**config.mk**
```make
export PLATFORM = sky130hd
export DESIGN_NAME = spi_slave_multi_word
export DESIGN_NICKNAME = d
export VERILOG_FILES = /design/src/rtl/spi_pkg.sv /design/src/rtl/spi_sync_edge.sv /design/src/rtl/spi_slave_multi_word.sv
export SDC_FILE = /design/constraint.sdc
export NUM_CORES = 1
export LEC_CHECK = 0
export BUFFER_PORTS_ARGS = -buffer_cell sky130_fd_sc_hd__buf_2
export CORE_ASPECT_RATIO = 1.4
export CORE_MARGIN = 2
export CORE_UTILIZATION = 40
export DETAILED_ROUTE_END_ITERATION = 10
export REMOVE_ABC_BUFFERS = 1
export SKIP_LAST_GASP = 1
export SYNTH_ARGS = -nofsm -noshare
export SYNTH_HDL_FRONTEND = slang
export SYNTH_HIERARCHICAL = 1
export SYNTH_SLANG_ARGS = --single-unit
export TNS_END_PERCENT = 20
```
**constraint.sdc**
```tcl
create_clock -name i_Clk -period 6.1 [get_ports i_Clk]
set_input_delay 0.305 -clock i_Clk [delete_from_list [all_inputs] [get_ports i_Clk]]
set_output_delay 0.305 -clock i_Clk [all_outputs]
set_load 0.01 [all_outputs]
```
**src/rtl/spi_pkg.sv**
```systemverilog
// rtl/spi_pkg.sv - shared constants, state encoding and word-mask helper for the SPI target
package spi_pkg;

    localparam int WORD_W     = 16;
    localparam int DATA_LEN_W = 4;

    localparam int CPOL_BIT = 1;
    localparam int CPHA_BIT = 0;

    localparam logic [1:0] MODE0 = 2'b00;
    localparam logic [1:0] MODE1 = 2'b01;
    localparam logic [1:0] MODE2 = 2'b10;
    localparam logic [1:0] MODE3 = 2'b11;

    typedef enum logic [1:0] {
        IDLE  = 2'b00,
        SHIFT = 2'b01
    } spi_state_t;

    // Ones in bits [len:0], zeros above.
    function automatic logic [WORD_W-1:0] len_mask(input logic [DATA_LEN_W-1:0] len);
        return {WORD_W{1'b1}} >> (DATA_LEN_W'(WORD_W - 1) - len);
    endfunction

endpackage

```
**src/rtl/spi_sync_edge.sv**
```systemverilog
// rtl/spi_sync_edge.sv - multi-stage pin synchronizer with rise/fall pulses
module spi_sync_edge #(
    parameter int   SYNC_STAGES = 2,
    parameter logic RESET_VAL   = 1'b0
) (
    input  logic i_Clk,
    input  logic i_Rst_L,
    input  logic i_pin,
    output logic o_sync,
    output logic o_rise,
    output logic o_fall
);

    logic [SYNC_STAGES-1:0] sync_q;
    logic                   prev_q;

    always_ff @(posedge i_Clk or negedge i_Rst_L) begin
        if (!i_Rst_L) begin
            sync_q <= {SYNC_STAGES{RESET_VAL}};
            prev_q <= RESET_VAL;
        end else begin
            sync_q <= {sync_q[SYNC_STAGES-2:0], i_pin};
            prev_q <= sync_q[SYNC_STAGES-1];
        end
    end

    assign o_sync = sync_q[SYNC_STAGES-1];
    assign o_rise = o_sync & ~prev_q;
    assign o_fall = ~o_sync & prev_q;

endmodule

```
**src/rtl/spi_slave_multi_word.sv**
```systemverilog
// rtl/spi_slave_multi_word.sv - oversampled SPI target, 1-16 bit words, all modes; SPI_SLAVE_MISO_TRISTATE_EN adds o_SPI_MISO_En
module spi_slave_multi_word
    import spi_pkg::*;
#(
    parameter int MAX_WORDS_PER_CS = 4,
    parameter int SYNC_STAGES      = 2
) (
    input  logic                                  i_Clk,
    input  logic                                  i_Rst_L,
    input  logic [1:0]                            i_spi_mode,
    input  logic [DATA_LEN_W-1:0]                 i_data_length,
    input  logic [WORD_W-1:0]                     i_TX_Data,
    input  logic                                  i_TX_DV,
    output logic                                  o_TX_Ready,
    output logic                                  o_TX_Underrun,
    output logic                                  o_RX_DV,
    output logic [WORD_W-1:0]                     o_RX_Data,
    output logic [$clog2(MAX_WORDS_PER_CS+1)-1:0] o_RX_Count,
    output logic                                  o_CS_Active,
    input  logic                                  i_SPI_Clk,
    input  logic                                  i_SPI_CS_n,
    input  logic                                  i_SPI_MOSI,
`ifdef SPI_SLAVE_MISO_TRISTATE_EN
    output logic                                  o_SPI_MISO_En,
`endif
    output logic                                  o_SPI_MISO
);

    localparam int CNT_W = $clog2(MAX_WORDS_PER_CS + 1);

    spi_state_t             state;
    logic [1:0]             mode_q;
    logic [DATA_LEN_W-1:0]  len_q;
    logic [DATA_LEN_W-1:0]  bit_cnt;
    logic [WORD_W-2:0]      rx_shift;
    logic [WORD_W-1:0]      tx_shift;
    logic [WORD_W-1:0]      tx_hold;
    logic                   tx_full;
    logic [SYNC_STAGES-1:0] mosi_sync;

    logic sclk_s, sclk_rise, sclk_fall;
    logic cs_s, cs_rise, cs_fall;
    logic mosi_s, cpha, sclk_edge, lead_e, trail_e, sample_e, shift_e;
    logic last_bit, word_start, tx_take;
    logic [WORD_W-1:0] next_word, rx_full;

    spi_sync_edge #(.SYNC_STAGES(SYNC_STAGES), .RESET_VAL(1'b0)) u_sclk_sync (
        .i_Clk(i_Clk), .i_Rst_L(i_Rst_L), .i_pin(i_SPI_Clk),
        .o_sync(sclk_s), .o_rise(sclk_rise), .o_fall(sclk_fall)
    );

    spi_sync_edge #(.SYNC_STAGES(SYNC_STAGES), .RESET_VAL(1'b1)) u_cs_sync (
        .i_Clk(i_Clk), .i_Rst_L(i_Rst_L), .i_pin(i_SPI_CS_n),
        .o_sync(cs_s), .o_rise(cs_rise), .o_fall(cs_fall)
    );

    always_ff @(posedge i_Clk or negedge i_Rst_L) begin
        if (!i_Rst_L) mosi_sync <= '0;
        else          mosi_sync <= {mosi_sync[SYNC_STAGES-2:0], i_SPI_MOSI};
    end
    assign mosi_s = mosi_sync[SYNC_STAGES-1];

    // Leading edge is the one that moves SCLK away from its CPOL idle level.
    always_comb begin
        cpha       = mode_q[CPHA_BIT];
        sclk_edge  = sclk_rise | sclk_fall;
        lead_e     = sclk_edge && (sclk_s != mode_q[CPOL_BIT]);
        trail_e    = sclk_edge && (sclk_s == mode_q[CPOL_BIT]);
        sample_e   = (state == SHIFT) && (cpha ? trail_e : lead_e);
        shift_e    = (state == SHIFT) && (cpha ? lead_e : trail_e);
        last_bit   = sample_e && (bit_cnt == len_q);
        word_start = ((state == IDLE) && cs_fall && !i_spi_mode[CPHA_BIT])
                   || (!cpha && last_bit && !cs_rise)
                   || (cpha && shift_e && (bit_cnt == '0));
        tx_take    = i_TX_DV && !tx_full;
        next_word  = tx_full ? tx_hold : (tx_take ? i_TX_Data : '0);
        rx_full    = {rx_shift, mosi_s};
    end

    always_ff @(posedge i_Clk or negedge i_Rst_L) begin
        if (!i_Rst_L) begin
            state         <= IDLE;
            mode_q        <= '0;
            len_q         <= '0;
            bit_cnt       <= '0;
            rx_shift      <= '0;
            tx_shift      <= '0;
            tx_hold       <= '0;
            tx_full       <= 1'b0;
            o_RX_DV       <= 1'b0;
            o_RX_Data     <= '0;
            o_RX_Count    <= '0;
            o_TX_Underrun <= 1'b0;
        end else begin
            o_RX_DV       <= 1'b0;
            o_TX_Underrun <= word_start && !tx_full && !tx_take;

            // A word taken in the same cycle as a word start bypasses the holding register.
            if (word_start)   tx_full <= 1'b0;
            else if (tx_take) begin
                tx_hold <= i_TX_Data;
                tx_full <= 1'b1;
            end

            case (state)
                IDLE: begin
                    if (cs_fall) begin
                        state      <= SHIFT;
                        mode_q     <= i_spi_mode;
                        len_q      <= i_data_length;
                        bit_cnt    <= '0;
                        rx_shift   <= '0;
                        o_RX_Count <= '0;
                        tx_shift   <= i_spi_mode[CPHA_BIT] ? '0 : next_word;
                    end
                end
                SHIFT: begin
                    if (sample_e) begin
                        rx_shift <= rx_full[WORD_W-2:0];
                        if (bit_cnt == len_q) begin
                            bit_cnt   <= '0;
                            o_RX_DV   <= 1'b1;
                            o_RX_Data <= rx_full & len_mask(len_q);
                            if (o_RX_Count != CNT_W'(MAX_WORDS_PER_CS))
                                o_RX_Count <= o_RX_Count + CNT_W'(1);
                        end else begin
                            bit_cnt <= bit_cnt + DATA_LEN_W'(1);
                        end
                    end
                    // With CPHA=0 the trailing edge right after a reload must not shift the fresh MSB out.
                    if (word_start)
                        tx_shift <= next_word;
                    else if (shift_e && (cpha || (bit_cnt != '0)))
                        tx_shift <= tx_shift << 1;
                    if (cs_rise) begin
                        state    <= IDLE;
                        tx_shift <= '0;
                    end
                end
                default: state <= IDLE;
            endcase
        end
    end

    assign o_TX_Ready  = ~tx_full;
    assign o_CS_Active = ~cs_s;
    assign o_SPI_MISO  = o_CS_Active && (state == SHIFT) && tx_shift[len_q];

`ifdef SPI_SLAVE_MISO_TRISTATE_EN
    assign o_SPI_MISO_En = o_CS_Active;
`endif

endmodule

```
==> metrics.txt <==
run status finished clean; Vias 3077; CTS Buf Count 9; largest buffer count on any clock path 2; Final HPWL DP 5938 um; DRC Markers 0; placed inst area ~0.0046 mm2; Syn. warnings 6; Seq/Total Area, Yosys about half; r2r setup slk 3270 ps; Worst R2R End tx_hold[5]; layout cell share with drive strength beyond 1 a little under a quarter; type of origin of the critical path flip-flop; largest net degree at the start of global routing 50; Max-slew headroom 24.27%; worst r2r path cells 6; maximum VDD drop ~0.17 mV; vias per cell roughly 5.1; WL final between 8000 and 9000 um; Overall Power roughly 2.0 mW; CTS tree built; antenna-violating nets left 0; crit path kind flip-flop to output port; Worst Hold Class input port to flip-flop; Final Setup Violations 0; root buf cell clkbuf_16; Fin. Hold Viols 0; port buffer count 51; fin nets roughly 500; post-CTS resize count 0; vias in the first global route between 3000 and 4000; Final Worst Setup Slack roughly 3200 ps; H-tree depth 3; Detailed Route Iter0 Violations approximately 140; power per cell area 401.7 mW/mm2; synthesized area roughly 0.0043 mm2; design area 0.004962 mm2; Top FF cell, synth dfrtp_1; drt wl/cell 14.23 um; period utilization a little under half; Worst-Margin Slew between 1000 and 1500 ps; DIE WIDTH ~91 um; Static Leak between 2 and 2.5 nW; synthesized flop and latch total around 90; Ports 52; clock slew at reported path FFs approximately 60 ps; Mean Syn Cell Area 10.08 um2; Area growth syn-to-layout 15.86%; clk_lat worst skew around 340 ps; Seq. cell area ~0.0022 mm2; FF-to-FF Start u_cs_sync/sync_q[1]; unrepaired setup endpoints after global routing no; Initial Util 41.16%; global-route wire length before repair about 15000 um; die area 0.01156 mm2; Yosys cell types 53; Cell Count, Final, Fillers Out between 600 and 700; clk sinks roughly 90; DIE HEIGHT around 130 um; TNS Setup 0 ps; cell row count 44; GPL Wtd Cong ~0.8; ANT cells 0; Maximum Capacitance Violations 0; DR pass1 iterations 4; CORE AREA around 0.010 mm2; CP required slightly below 6000 ps; Critical Path Sink o_SPI_MISO; Setup WS pre-CTS around 3200 ps; fillers roughly 1000; CP Capture Type output port; CP Launch Point len_q[1]; GR Util All Layers about 16%; Multi-input gate area around 0.0019 mm2; Async SR Flop Fraction 100.0%; initial antenna violation count 0; Post-Synthesis Cells between 400 and 500; min Tclk post-route ~2900 ps; GRT overflow 0; skew final about 4.8 ps; largest fanout on the critical path 16; Slew Limit Fails 0; Fmax 0.3499 GHz; Placed Cells just under 600; Post-synth EDFFs 0; crit path DAT between 2000 and 3000 ps
layout make-up:
type	count	share of cell area, %
flip-flops and latches	88	44.45
clock buffers	11	4.892
repair buffers	57	6.152
inverters	26	1.967
multi-input cells	284	37.44
well taps	138	3.480
clock inverters	5	1.614
worst max-delay path, stage by stage (launching register included):
cell	delay, ps
dfrtp_1	760
mux4_2	610
mux4_2	510
and3_1	200
buf_2	130
cells in the mapped netlist (3+ instances only):
| library cell | count | share of area, % |
|---|---|---|
| nor2b_1 | 3 | 0.44 |
| clkbuf_1 | 20 | 1.8 |
| inv_1 | 26 | 2.3 |
| o21ai_0 | 40 | 4.7 |
| nor2_1 | 21 | 1.8 |
| buf_2 | 4 | 0.47 |
| dfstp_2 | 3 | 1.8 |
| a21oi_1 | 34 | 4.0 |
| ha_1 | 4 | 1.2 |
| and3_1 | 18 | 2.6 |
| o22a_1 | 15 | 3.1 |
| mux2_4 | 10 | 3.5 |
| dfrtp_1 | 85 | 50 |
| xnor2_1 | 4 | 0.82 |
| nand2_1 | 73 | 6.4 |
| nand3_1 | 3 | 0.35 |
| mux2_2 | 8 | 2.1 |
| mux4_2 | 5 | 2.6 |
| nand4_1 | 3 | 0.44 |
through the flow:
step / utilization (%) / hold slack (ps)
finish: 47.69 / 65.52
global placement: 44.49 / 322.6
global route: 47.69 / 61.84
floorplan: - / 9.409
detailed placement: 44.49 / 319.7
CTS: 47.69 / 55.05
state kept, by name, indices dropped and copies added (netlist names), 3 cells and up:
| name | flops |
|---|---|
| o_RX_Data | 16 |
| tx_hold | 16 |
| tx_shift | 16 |
| rx_shift | 15 |
| bit_cnt | 4 |
| len_q | 4 |
| o_RX_Count | 3 |
layout by cell type (no fill, tap or decap), drive strengths merged, types with 3 or more instances in the layout:
cell and n:
a21oi 34, and3 18, buf 56, clkbuf 11, dfrtp 85, dfstp 3, ha 4, inv 26
mux2 18, mux4 5, nand2 73, nand3 3, nand4 3, nor2 23, nor2b 3, nor3 3
o21ai 40, o22a 15, xnor2 5
power by group:
group          internal (mW)  switching, mW  total [mW]
clock                  0.369          0.223       0.592
sequential             0.730          0.154       0.885
combinational          0.278          0.239       0.517
total                   1.38          0.616        1.99
repair_timing:
action                    CTS  global route
hold endpoints to repair   39             0
setup buffers               0             0
hold buffers                1             0
how the worst min path moves through the flow:
stage	to	cells after the start	slack, ps	startpoint
finish	u_cs_sync/sync_q[0]	1	70	i_SPI_CS_n
global route	u_cs_sync/sync_q[0]	1	60	i_SPI_CS_n
CTS	u_cs_sync/sync_q[0]	1	60	i_SPI_CS_n
detailed placement	rx_shift[10]	1	320	i_Rst_L
global placement	o_RX_Data[11]	1	320	i_Rst_L
floorplan	bit_cnt[0]	0	9	i_Rst_L
cells by family after synthesis:
family | share of synthesized area (%)
buf+inv | 5.112
compound gates | 17.06
flops | 51.50
fa+ha+maj | 1.169
xor+xnor | 2.133
simple gates | 14.78
mux | 8.238
layer usage:
metal | track usage, % | vias to the layer above | part of all wire [%]
met2 | 26.99 | 59 | 50
met3 | 2.375 | 10 | 3.5
met1 | 20.02 | 1455 | 45
li1 | - | 1553 | -
met5 | 0 | - | 0
met4 | 7.308 | 0 | 1.3
Power figures use the tool's default switching activity.
